$ cat config.mk
export PLATFORM = sky130hd
export DESIGN_NAME = addsub_seq
export DESIGN_NICKNAME = d
export VERILOG_FILES = /design/src/rtl/addsub_seq.sv
export SDC_FILE = /design/constraint.sdc
export NUM_CORES = 1
export LEC_CHECK = 0
export CORE_MARGIN = 2
export CORE_UTILIZATION = 55
export DETAILED_ROUTE_END_ITERATION = 12
export PLACE_DENSITY = 0.85
export SYNTH_ARGS = -nofsm -noshare
export SYNTH_HDL_FRONTEND = slang
export SYNTH_SLANG_ARGS = --single-unit
$ cat constraint.sdc
create_clock -name clk -period 5.81 [get_ports clk]
set_clock_uncertainty 0.1 [all_clocks]
set_input_delay 1.162 -clock clk [delete_from_list [all_inputs] [get_ports clk]]
set_output_delay 1.162 -clock clk [all_outputs]
set_load 0.005 [all_outputs]
$ cat src/rtl/addsub_seq.sv
// -----------------------------------------------------------------------------
// addsub_seq
//
// Multi-cycle adder/subtractor. Operands are processed CHUNK bits per clock;
// the carry between chunks is kept in a register, so one narrow adder serves
// a WIDTH-bit datapath. The result is WIDTH bits of sum/difference plus carry
// (or borrow), signed overflow, zero and negative flags.
//
// Operations (op):
//   2'b00 ADD  a + b
//   2'b01 SUB  a - b
//   2'b10 ADC  a + b + cin
//   2'b11 SBC  a - b - cin
//
// Parameters:
//   WIDTH  operand/result width; must be a multiple of CHUNK
//   CHUNK  bits processed per cycle (1 <= CHUNK <= WIDTH)
//
// Ports:
//   clk        clock, rising edge
//   rst        synchronous active-high reset; aborts any operation in flight
//   in_valid   operand set valid
//   in_ready   block is idle and accepts operands
//   a, b       operands
//   op         operation select (see above)
//   cin        carry/borrow in, used only by ADC/SBC
//   out_valid  result valid; held until out_ready
//   out_ready  consumer takes the result
//   s          result bits [WIDTH-1:0]
//   c_out      carry (add ops) or borrow (sub ops, 1 = a < b+cin unsigned)
//   ovf        signed overflow (before any saturation)
//   zero       s == 0
//   neg        s[WIDTH-1]
//   sat        saturate on signed overflow (only with ADDSUB_SAT_EN)
//
// Build option:
//   ADDSUB_SAT_EN  when defined, adds the sat input and clamps s to the most
//                  positive / most negative value on signed overflow. When
//                  undefined, s is always the wrapped result.
//
// Latency: operands accepted at edge t give out_valid after edge t+N,
// N = WIDTH/CHUNK. One further cycle is spent on the DONE->IDLE handoff.
// -----------------------------------------------------------------------------
module addsub_seq #(
   parameter int WIDTH = 32,
   parameter int CHUNK = 8
) (
   input  logic             clk,
   input  logic             rst,
   input  logic             in_valid,
   output logic             in_ready,
   input  logic [WIDTH-1:0] a,
   input  logic [WIDTH-1:0] b,
   input  logic [1:0]       op,
   input  logic             cin,
   output logic             out_valid,
   input  logic             out_ready,
   output logic [WIDTH-1:0] s,
   output logic             c_out,
   output logic             ovf,
   output logic             zero,
   output logic             neg
`ifdef ADDSUB_SAT_EN
   ,
   input  logic             sat
`endif
);

   localparam int N     = WIDTH / CHUNK;
   localparam int IDX_W = (N > 1) ? $clog2(N) : 1;
   localparam logic [IDX_W-1:0] LAST_K = IDX_W'(N - 1);

   typedef enum logic [1:0] {
      S_IDLE = 2'd0,
      S_RUN  = 2'd1,
      S_DONE = 2'd2
   } state_t;

   // ---------------------------------------------------------------------------
   // State
   // ---------------------------------------------------------------------------
   state_t             state_q, state_d;
   logic [IDX_W-1:0]   k_q, k_d;
   logic               carry_q, carry_d;
   logic [WIDTH-1:0]   a_q, a_d;
   // b is stored already conditioned (inverted for sub ops), so the chunk
   // adder only ever adds.
   logic [WIDTH-1:0]   bp_q, bp_d;
   logic               sub_q, sub_d;
   logic [WIDTH-1:0]   s_q, s_d;
   logic               c_out_q, c_out_d;
   logic               ovf_q, ovf_d;
   logic               zero_q, zero_d;
   logic               neg_q, neg_d;
   logic               out_valid_q, out_valid_d;
`ifdef ADDSUB_SAT_EN
   logic               sat_q, sat_d;
`endif

   // ---------------------------------------------------------------------------
   // Chunk slicing of the latched operands
   // ---------------------------------------------------------------------------
   logic [CHUNK-1:0] a_chunk  [N];
   logic [CHUNK-1:0] bp_chunk [N];

   for (genvar gi = 0; gi < N; gi++) begin : g_slice
      assign a_chunk[gi]  = a_q[gi*CHUNK +: CHUNK];
      assign bp_chunk[gi] = bp_q[gi*CHUNK +: CHUNK];
   end

   // Select the chunk addressed by k_q. Written as a compare-mux so the index
   // width never has to match the array size (N need not be a power of two).
   logic [CHUNK-1:0] a_cur;
   logic [CHUNK-1:0] bp_cur;

   always_comb begin
      a_cur  = '0;
      bp_cur = '0;
      for (int i = 0; i < N; i++) begin
         if (k_q == IDX_W'(i)) begin
            a_cur  = a_chunk[i];
            bp_cur = bp_chunk[i];
         end
      end
   end

   // ---------------------------------------------------------------------------
   // Chunk adder and final-chunk flag logic
   // ---------------------------------------------------------------------------
   logic [CHUNK:0]   sum_ext;
   logic             last_chunk;
   logic             raw_c;
   logic             ovf_fin;
   logic [WIDTH-1:0] s_wrap;
   logic [WIDTH-1:0] s_fin;

   assign sum_ext    = {1'b0, a_cur} + {1'b0, bp_cur} + {{CHUNK{1'b0}}, carry_q};
   assign last_chunk = (k_q == LAST_K);
   assign raw_c      = sum_ext[CHUNK];

   // On the last chunk, a_cur/bp_cur/sum_ext MSBs are the word MSBs.
   assign ovf_fin = (a_cur[CHUNK-1] == bp_cur[CHUNK-1]) &&
                    (sum_ext[CHUNK-1] != a_cur[CHUNK-1]);

   // s with the current chunk merged in.
   always_comb begin
      s_wrap = s_q;
      for (int i = 0; i < N; i++) begin
         if (k_q == IDX_W'(i)) begin
            s_wrap[i*CHUNK +: CHUNK] = sum_ext[CHUNK-1:0];
         end
      end
   end

`ifdef ADDSUB_SAT_EN
   // On overflow the true result has the sign of a, so clamp towards it.
   always_comb begin
      s_fin = s_wrap;
      if (sat_q && ovf_fin) begin
         if (a_q[WIDTH-1]) begin
            s_fin = {1'b1, {(WIDTH-1){1'b0}}};
         end else begin
            s_fin = {1'b0, {(WIDTH-1){1'b1}}};
         end
      end
   end
`else
   assign s_fin = s_wrap;
`endif

   // ---------------------------------------------------------------------------
   // FSM next-state and datapath control
   // ---------------------------------------------------------------------------
   always_comb begin
      state_d     = state_q;
      k_d         = k_q;
      carry_d     = carry_q;
      a_d         = a_q;
      bp_d        = bp_q;
      sub_d       = sub_q;
      s_d         = s_q;
      c_out_d     = c_out_q;
      ovf_d       = ovf_q;
      zero_d      = zero_q;
      neg_d       = neg_q;
      out_valid_d = out_valid_q;
`ifdef ADDSUB_SAT_EN
      sat_d       = sat_q;
`endif

      unique case (state_q)
         S_IDLE: begin
            if (in_valid) begin
               a_d   = a;
               sub_d = op[0];
               bp_d  = op[0] ? ~b : b;
               // Carry seed: 0 ADD, 1 SUB (two's complement +1),
               // cin ADC, ~cin SBC (a + ~b + 1 - cin = a - b - cin).
               unique case (op)
                  2'b00:   carry_d = 1'b0;
                  2'b01:   carry_d = 1'b1;
                  2'b10:   carry_d = cin;
                  default: carry_d = ~cin;
               endcase
`ifdef ADDSUB_SAT_EN
               sat_d   = sat;
`endif
               k_d     = '0;
               state_d = S_RUN;
            end
         end

         S_RUN: begin
            carry_d = raw_c;
            if (last_chunk) begin
               s_d         = s_fin;
               c_out_d     = raw_c ^ sub_q;   // borrow is the inverted carry
               ovf_d       = ovf_fin;
               zero_d      = (s_fin == '0);
               neg_d       = s_fin[WIDTH-1];
               out_valid_d = 1'b1;
               k_d         = '0;
               state_d     = S_DONE;
            end else begin
               s_d = s_wrap;
               k_d = k_q + IDX_W'(1);
            end
         end

         S_DONE: begin
            // Outputs frozen until the consumer takes the result; no new
            // operand is accepted in the handoff cycle.
            if (out_ready) begin
               out_valid_d = 1'b0;
               state_d     = S_IDLE;
            end
         end

         default: begin
            state_d     = S_IDLE;
            out_valid_d = 1'b0;
         end
      endcase
   end

   // ---------------------------------------------------------------------------
   // Registers
   // ---------------------------------------------------------------------------
   always_ff @(posedge clk) begin
      if (rst) begin
         state_q     <= S_IDLE;
         k_q         <= '0;
         carry_q     <= 1'b0;
         a_q         <= '0;
         bp_q        <= '0;
         sub_q       <= 1'b0;
         s_q         <= '0;
         c_out_q     <= 1'b0;
         ovf_q       <= 1'b0;
         zero_q      <= 1'b0;
         neg_q       <= 1'b0;
         out_valid_q <= 1'b0;
`ifdef ADDSUB_SAT_EN
         sat_q       <= 1'b0;
`endif
      end else begin
         state_q     <= state_d;
         k_q         <= k_d;
         carry_q     <= carry_d;
         a_q         <= a_d;
         bp_q        <= bp_d;
         sub_q       <= sub_d;
         s_q         <= s_d;
         c_out_q     <= c_out_d;
         ovf_q       <= ovf_d;
         zero_q      <= zero_d;
         neg_q       <= neg_d;
         out_valid_q <= out_valid_d;
`ifdef ADDSUB_SAT_EN
         sat_q       <= sat_d;
`endif
      end
   end

   // ---------------------------------------------------------------------------
   // Outputs
   // ---------------------------------------------------------------------------
   assign in_ready  = (state_q == S_IDLE);
   assign out_valid = out_valid_q;
   assign s         = s_q;
   assign c_out     = c_out_q;
   assign ovf       = ovf_q;
   assign zero      = zero_q;
   assign neg       = neg_q;

endmodule
==> impl_metrics.json <==
{
  "status": "finished, final reports clean",
  "synth_xor_area_share_pct": 6.65,
  "leakagePower_nw": 2.32,
  "coreArea_mm2": 0.00928,
  "ys_types": 47,
  "synth-seq-cells": 107,
  "finalWeightedCongestion": 0.940,
  "die_area_mm2": 0.0104,
  "clockRootBuffer": "clkbuf_8",
  "drtAntennaViolNets": 0,
  "boundaryPins": 109,
  "htree_levels": 3,
  "die_w_um": 102,
  "cts.sinks": 107,
  "startpoint_type": "flop",
  "synth_area_leader_cell": "dfxtp_1",
  "initial_utilization_pct": 56.7,
  "clock.fmax_ghz": 0.227,
  "synth_edf_count": 0,
  "power_frac_seq_pct": 47.7,
  "diodes": 0,
  "wire_per_inst_um": 15.0,
  "grt_usage_pct": 26.2,
  "ir_drop_uv": 117,
  "p_sw_share_pct": 29.6,
  "cp.arrival_ns": 4.55,
  "drive_gt1_share_pct": 3.91,
  "grt_max_degree": 112,
  "dpl_cell_area_mm2": 0.00630,
  "antenna_found_initial": 0,
  "final_common_cell": "nand2_1",
  "p_sw_w": 0.000496,
  "synth_top_flop_cell": "dfxtp_1",
  "p_per_area_mw_per_mm2": 256,
  "p_int_w": 0.00118,
  "path_max_fanout": 22,
  "ys_warn_count": 0,
  "syn_nets": 776,
  "setup_viol": 0,
  "clkLatencyLatePin_ns": 0.37,
  "vias": 4967,
  "ys_seq_area_share_pct": 40.7,
  "worst_pin_slew_ns": 1.17,
  "path_clk_slew_ns": 0.11,
  "hpwl_um": 9840,
  "synth_adder_area_share_pct": 3.37,
  "syn_inst": 692,
  "fin_crit_ns": 4.40,
  "drc_errors": 0,
  "synth_compound_area_share_pct": 22.4,
  "pwr-share-clk_pct": 31.4,
  "die_h_um": 102,
  "synth.area.mux_share_pct": 0.380,
  "layout_common_cells": "nand2_1, dfxtp_1, clkdlybuf4s50_1",
  "dr.pass1.iters": 5,
  "syn_avg_cell_area_um2": 7.61,
  "cts_buffers": 9,
  "hold_violations": 0,
  "grt_pass1_vias": 4625,
  "syn_area_mm2": 0.00527,
  "synth_top_family_by_area": "compound AO/OA/AOI/OAI gates",
  "final-max-slew-violation-count": 0,
  "drt_iter0_drc": 228,
  "synth-simple-area-share_pct": 21.6,
  "max_cap_viol_count": 0,
  "synth_top_area_share_pct": 40.7,
  "viasPerCell": 5.54,
  "rows": 35,
  "overflow": 0,
  "post-cts-setup-buffers": 0,
  "crit_required_ns": 5.96,
  "post-route-cell-area_mm2": 0.00654,
  "fin_setup_tns_ns": 0,
  "hold_path_class": "reg2reg",
  "area_delta_synth_final_pct": 24.1,
  "cts_resized": 0,
  "io_buffers": 108,
  "cts_tree": "yes",
  "cts.hold.buffers_added": 0,
  "endpoint_kind": "flop",
  "n_fill_cell": 818,
  "crit_type": "reg2reg",
  "finalCritPeriodShare_pct": 75.8,
  "grt_setup_unrepaired": "no",
  "wl_um": 13400,
  "synthArstFlopShare_pct": 0,
  "cts_buffer_depth": 2,
  "slew_headroom_pct": 21.7,
  "fin_nets": 847,
  "grt_pass1_wl_um": 21500,
  "synth_area_leaders": "dfxtp_1, nand2_1, a21oi_1",
  "combPwrFrac_pct": 20.9
}
[power groups by stage]
stage                     clock [W]  combinational (W)  sequential [W]
after floorplan                   0           0.000228        0.000810
after global placement            0           0.000341        0.000814
after detailed placement          0           0.000348        0.000816
after CTS                  0.000530           0.000350        0.000799
after global routing       0.000556           0.000387        0.000805
final                      0.000526           0.000350        0.000800
[final timing paths]
check          start      end  slack, ns  cells after the start
min          a_q[21]  a_q[21]       0.36                      2
max           k_q[0]     zero       1.41                     14
max reg2reg   k_q[0]     zero       1.41                     14
min reg2reg  a_q[21]  a_q[21]       0.36                      2
[metrics by stage]
step	worst slack (ns)	hold slack (ns)	utilization [%]	power (W)	cells
global placement	1.65	0.342	67.9	0.00116	881
global route	0.978	0.389	70.4	0.00175	897
floorplan	2.16	0.333	-	0.00104	692
finish	1.41	0.361	70.4	0.00168	897
CTS	1.48	0.362	70.4	0.00168	897
detailed placement	1.54	0.347	67.9	0.00116	881
[metal layers]
layer	GRT usage, %	up-vias	share of wire, %	wire [µm]
met1	33.1	2323	43	5770
met4	7.08	0	1.4	183
met2	47.1	130	51	6820
met3	3.28	17	4.9	665
met5	0	-	0	0
li1	-	2497	-	-
[cells in the mapped netlist (2+ instances only)]
library cell,instances
a211oi_1,43
a21o_1,3
a21oi_1,95
a31oi_1,2
and2_1,3
buf_1,6
buf_2,3
buf_6,3
clkbuf_1,38
dfxtp_1,107
fa_1,2
ha_1,11
inv_1,10
mux2i_1,2
nand2_1,152
nand2b_1,4
nand3b_1,7
nor2_1,88
nor2b_1,3
nor3_1,8
nor4_1,3
o211ai_1,2
o21a_1,6
o21ai_0,25
o311a_1,2
o41ai_1,2
or2_2,2
or3_1,2
or4_1,2
xnor2_1,38
xor2_1,2
[cell families (layout without fill, tap and decap cells)]
| family | after synthesis | count (layout) |
|---|---|---|
| AOI/OAI and AO/OA | 192 | 192 |
| xor gates and xnor gates | 40 | 40 |
| adders and majority gates | 13 | 13 |
| buffers and inverters | 61 | 137 |
| DFF | 107 | 107 |
| muxes | 2 | 2 |
| and+or+nand+nor | 277 | 277 |
[layout make-up]
cell class                 instances  area [µm²]  area share (%)
sequential                       107        2140            32.8
clock inverter                     7         106            1.63
clock buffer                       9         124            1.90
inverter                          10        37.5           0.574
tap                              129         161            2.47
timing repair buffer             111        1100            16.8
multi-input combinational        524        2870            43.9
[worst max-delay path: stages (launching register included)]
cell      delay, ns
dfxtp_1        0.42
ha_1           0.56
buf_4          0.36
nor2_1         0.08
a21oi_1        0.13
nor2_1         0.05
a21oi_1        0.37
o21ai_0        0.14
ha_1           0.43
o21ai_0        0.15
a21oi_1        0.14
o311a_1        0.34
nor3_1         0.67
o311a_1        0.30
a311oi_2       0.04
[sequential cells by signal (all words and copies together) (netlist names)]
signal,count
out_valid,1
state_q,2
neg,1
k_q,2
ovf,1
c_out,1
a_q,32
bp_q,32
s,32
sub_q,1
zero,1
carry_q,1
Power figures use the tool's default switching activity.
==> RTL edit 1: new RTL, same settings <==
Make the reset (`rst`) asynchronous in one clocked block. Comments in the files are not updated.
--- a/src/rtl/addsub_seq.sv
+++ b/src/rtl/addsub_seq.sv
@@ -247,5 +247,5 @@
    // Registers
    // ---------------------------------------------------------------------------
-   always_ff @(posedge clk) begin
+   always_ff @(posedge clk or posedge rst) begin
       if (rst) begin
          state_q     <= S_IDLE;
Formal check against the unedited RTL: differs if rst is asserted again (counterexample within 4 cycles, from zero or initial values and one cycle with rst high); with rst held inactive, the same outputs for 10 cycles.
==> RTL edit 1 against the original RTL <==
- sequential cell count stayed put
- largest cell class is now registers
- worst hold slack better by 0.023 ns
- synthesized area up 3.4%
- count of clock-buffer cells in the layout rose by 3
- final area is 3.0% higher
- critical endpoint is now zero$_DFFE_PP0P_
- synthesized cell count is 10% lower
- worst setup slack got worse by 0.15 ns
- wire length is 2.8% lower
Power is not compared: it rests on default switching activity, and its combinational part moved more than twofold at a synthesized area within 25%.
==> RTL edit 1: results (changes against the original RTL) <==
| Metric | Value |
|---|---|
| Vias in the first global route | 4516 (-2.4%) |
| DR vias | 4594 (-7.5%) |
| Slew @ Worst Pin | 1.16 ns (-0.00652 ns) |
| Inverters | 8 (-2) |
| Compound-gate portion of the synthesized area | 0.170 (-0.0533) |
| Register Area | 0.00268 mm² (+25%) |
| Repair and plain buffers | 113 (+1.8%) |
| Distinct cells, synth | 52 (+11%) |
| CP max FO | 28 (+27%) |
| Post-synth ARST share | 1.00 (+1.00) |
| Outcome | completed |
| Worst R2R End | zero$_DFFE_PP0P_ |
| Share of cells above drive strength 1 | 0.0453 (+0.00626) |
| Layout non-clock buf frac | 0.165 (-0.00232) |
| WL/cell | 15.6 µm (+4.0%) |
| Clock Buffer Count | 12 (+3) |
| Syn Nets | 706 (-9.0%) |
| Post-synthesis mux area share | 0.0119 (+0.00815) |
| Sequential fraction of the synthesis area | 0.492 (+0.0851) |
| Clock buf/inv share | 0.0260 (-0.00921) |
| Most frequent cells after synthesis | nand2_1, dfrtp_1, o21ai_0 |
| First-pass GRT wire length | 21.7 mm (+0.94%) |
| Synth Area in XOR/XNOR | 0.0643 (-0.00217) |
| M1 GR Usage | 0.319 (-0.0122) |
| Reg2Reg Launch Point | k_q[0]$_DFFE_PP0P_ |
| Worst Hold Margin | 0.384 ns (+0.0234 ns) |
| Synth Area in Adders | 0.0326 (-0.00110) |
| Top post-synthesis cells by area | dfrtp_1, nand2_1, o21ai_0, xnor2_1, ha_1 |
| Area of the multi-input gates | 0.00257 mm² (-10%) |
[RTL edit 1: cell count changes in the layout (fill, tap and decap cells not counted), moves of 5 or more]
cell      unedited run  this run
a221o_1              1        11
dfxtp_1            107         0
o21a_1               6         1
nand2_1            152       195
a21oi_1             95        18
o21ai_1              0         8
dfrtp_1              0       107
o31ai_1              0         6
a211oi_1            43         0
o21ai_0             25        85
nor2_1              88        22
[RTL edit 1: power by group]
group	internal, mW	leakage, nW	switching (mW)
Clock	0.196	0.0902	0.240
Sequential	1.09	1.34	0.229
Combinational	1.04	1.54	1.52
Total	2.33	2.97	1.99
[RTL edit 1: stage by stage]
stage | setup WS (ns) | util | instances | area [µm²]
after floorplan | 1.73 | - | 622 | 5450
after CTS | 1.34 | 0.695 | 839 | 6730
after global placement | 1.50 | 0.677 | 824 | 6560
after detailed placement | 1.39 | 0.677 | 824 | 6560
after global routing | 0.899 | 0.695 | 839 | 6730
final | 1.26 | 0.695 | 839 | 6730
==> RTL edit 2: new RTL, config.mk and constraints unchanged <==
Without the edit above. `WIDTH`: 32 -> 16.
--- a/src/rtl/addsub_seq.sv
+++ b/src/rtl/addsub_seq.sv
@@ -43,5 +43,5 @@
 // -----------------------------------------------------------------------------
 module addsub_seq #(
-   parameter int WIDTH = 32,
+   parameter int WIDTH = 16,
    parameter int CHUNK = 8
 ) (
Interface: changed (resized a, b and s); port bits go from 109 to 61. No check against the original RTL was run, so the function may have changed too.
==> RTL edit 2 against the original RTL <==
- combinational power shrank 45%
- sequential power shrank 44%
- count of clock-buffer cells in the layout grew 3
- total power shrank 40%
- synthesized area shrank 49%
- sequential share of layout area grew 0.48 points
- wire length shrank 56%
- sequential cell count shrank 49
- final area shrank 47%
- worst setup slack gained 0.89 ns
==> RTL edit 2: results (changes against the original RTL) <==
| Metric | Value |
|---|---|
| Hold Crit Start | s[12]$_SDFFE_PP0P_ |
| Top cell type's share of synthesized area | 0.429 (+0.0224) |
| PortBufs | 60 (-44%) |
| Reg-to-reg slack, setup | 2.30 ns (+0.89 ns) |
| Peak supply drop | 158 µV (+35%) |
| Nets | 416 (-51%) |
| Distinct cells, synth | 36 (-23%) |
| Sequential fraction of the synthesis area | 0.429 (+0.0224) |
| Vias in the first global route | 2227 (-52%) |
| First-pass GRT wire length | 9.85 mm (-54%) |
| GRT Util Overall | 0.237 (-0.0251) |
| Clock-pin transition on the worst setup and hold timing paths | 0.06 ns (-0.05 ns) |
| Gpl congestion | 0.783 (-17%) |
| Top post-synthesis cells by area | dfxtp_1, nand2_1, xnor2_1, a21oi_1, a211oi_1 |
| Syn Nets | 364 (-53%) |
| Clk Latency, worst-skew pair | 0.34 ns (-0.03 ns) |
| CP max FO | 21 (-4.5%) |
| Mean Syn Cell Area | 8.56 µm² (+13%) |
| Pre-Repair DR Iteration Count | 4 (-1) |
| Hold Crit Endpoint | s[12]$_SDFFE_PP0P_ |
| Reg2Reg Launch Point | k_q$_SDFFE_PP0P_ |
| Largest net degree at the start of global routing | 60 (-46%) |
| Area after DPL | 0.00331 mm² (-48%) |
| Post-layout min period | 3.51 ns (-0.886 ns) |
| Antenna violations before repair | 0 (unchanged) |
| Post-DP HPWL | 4.03 mm (-59%) |
| Max H-tree Level | 3 (unchanged) |
| Iteration-0 DRC Markers | 141 (-38%) |
| WL/cell | 13.5 µm (-10%) |
| Outcome | completed |
| R2R cell count | 9 (-5) |
| Most frequent cells after synthesis | nand2_1, dfxtp_1, a21oi_1 |
| Worst path arrival time | 3.70 ns (-0.85 ns) |
| Slew headroom | 0.315 (+0.0976) |
| WL final | 5.92 mm (-56%) |
| DR vias | 2348 (-53%) |
| Power Internal | 0.728 mW (-38%) |
| Leak | 1.32 nW (-43%) |
==> RTL edit 2: logic make-up after synthesis <==
group	share of synthesized area
flip-flops	0.429
adder cells (fa/ha/maj)	0.0472
AO/OA/AOI/OAI	0.161
buffers and inverters	0.0393
AND/OR/NAND/NOR	0.174
multiplexers	0.0684
XOR/XNOR	0.0809
==> RTL edit 2: power by group through the flow <==
stage	Combinational, mW	Clock, mW	Sequential, mW
finish	0.194	0.362	0.447
global route	0.215	0.375	0.451
global placement	0.186	0	0.453
detailed placement	0.191	0	0.455
floorplan	0.129	0	0.447
CTS	0.193	0.360	0.447
==> RTL edit 2: final cells by class <==
cell class,instances,area [µm²]
Sequential cell,58,1160
Tap cell,67,83.8
Clock inverter,3,40.0
Fill cell,352,1230
Inverter,5,18.8
Timing Repair Buffer,61,603
Clock buffer,12,145
Multi-Input combinational cell,233,1440
==> RTL edit 2: stage by stage <==
step / utilization / hold slack (ns)
final: 0.739 / 0.352
after floorplan: - / 0.333
after global routing: 0.739 / 0.375
after global placement: 0.700 / 0.341
after detailed placement: 0.700 / 0.347
after CTS: 0.739 / 0.355
==> RTL edit 2: worst max-delay path, cell delays in order, from the launching register on <==
cell and delay (ns):
dfxtp_1 0.96, mux2i_1 0.23, fa_1 0.48, fa_1 0.42
nand2b_1 0.16, a21oi_1 0.19, xor2_1 0.14, or4_4 0.53
nor3_2 0.11, a32o_1 0.13
==> RTL edit 2: routing by layer <==
metal / GRT usage / part of all wire / vias to the layer above
met5: 0 / 0 / -
met2: 0.394 / 0.49 / 73
met3: 0.0556 / 0.046 / 17
met1: 0.280 / 0.44 / 1078
li1: - / - / 1180
met4: 0.135 / 0.031 / 0
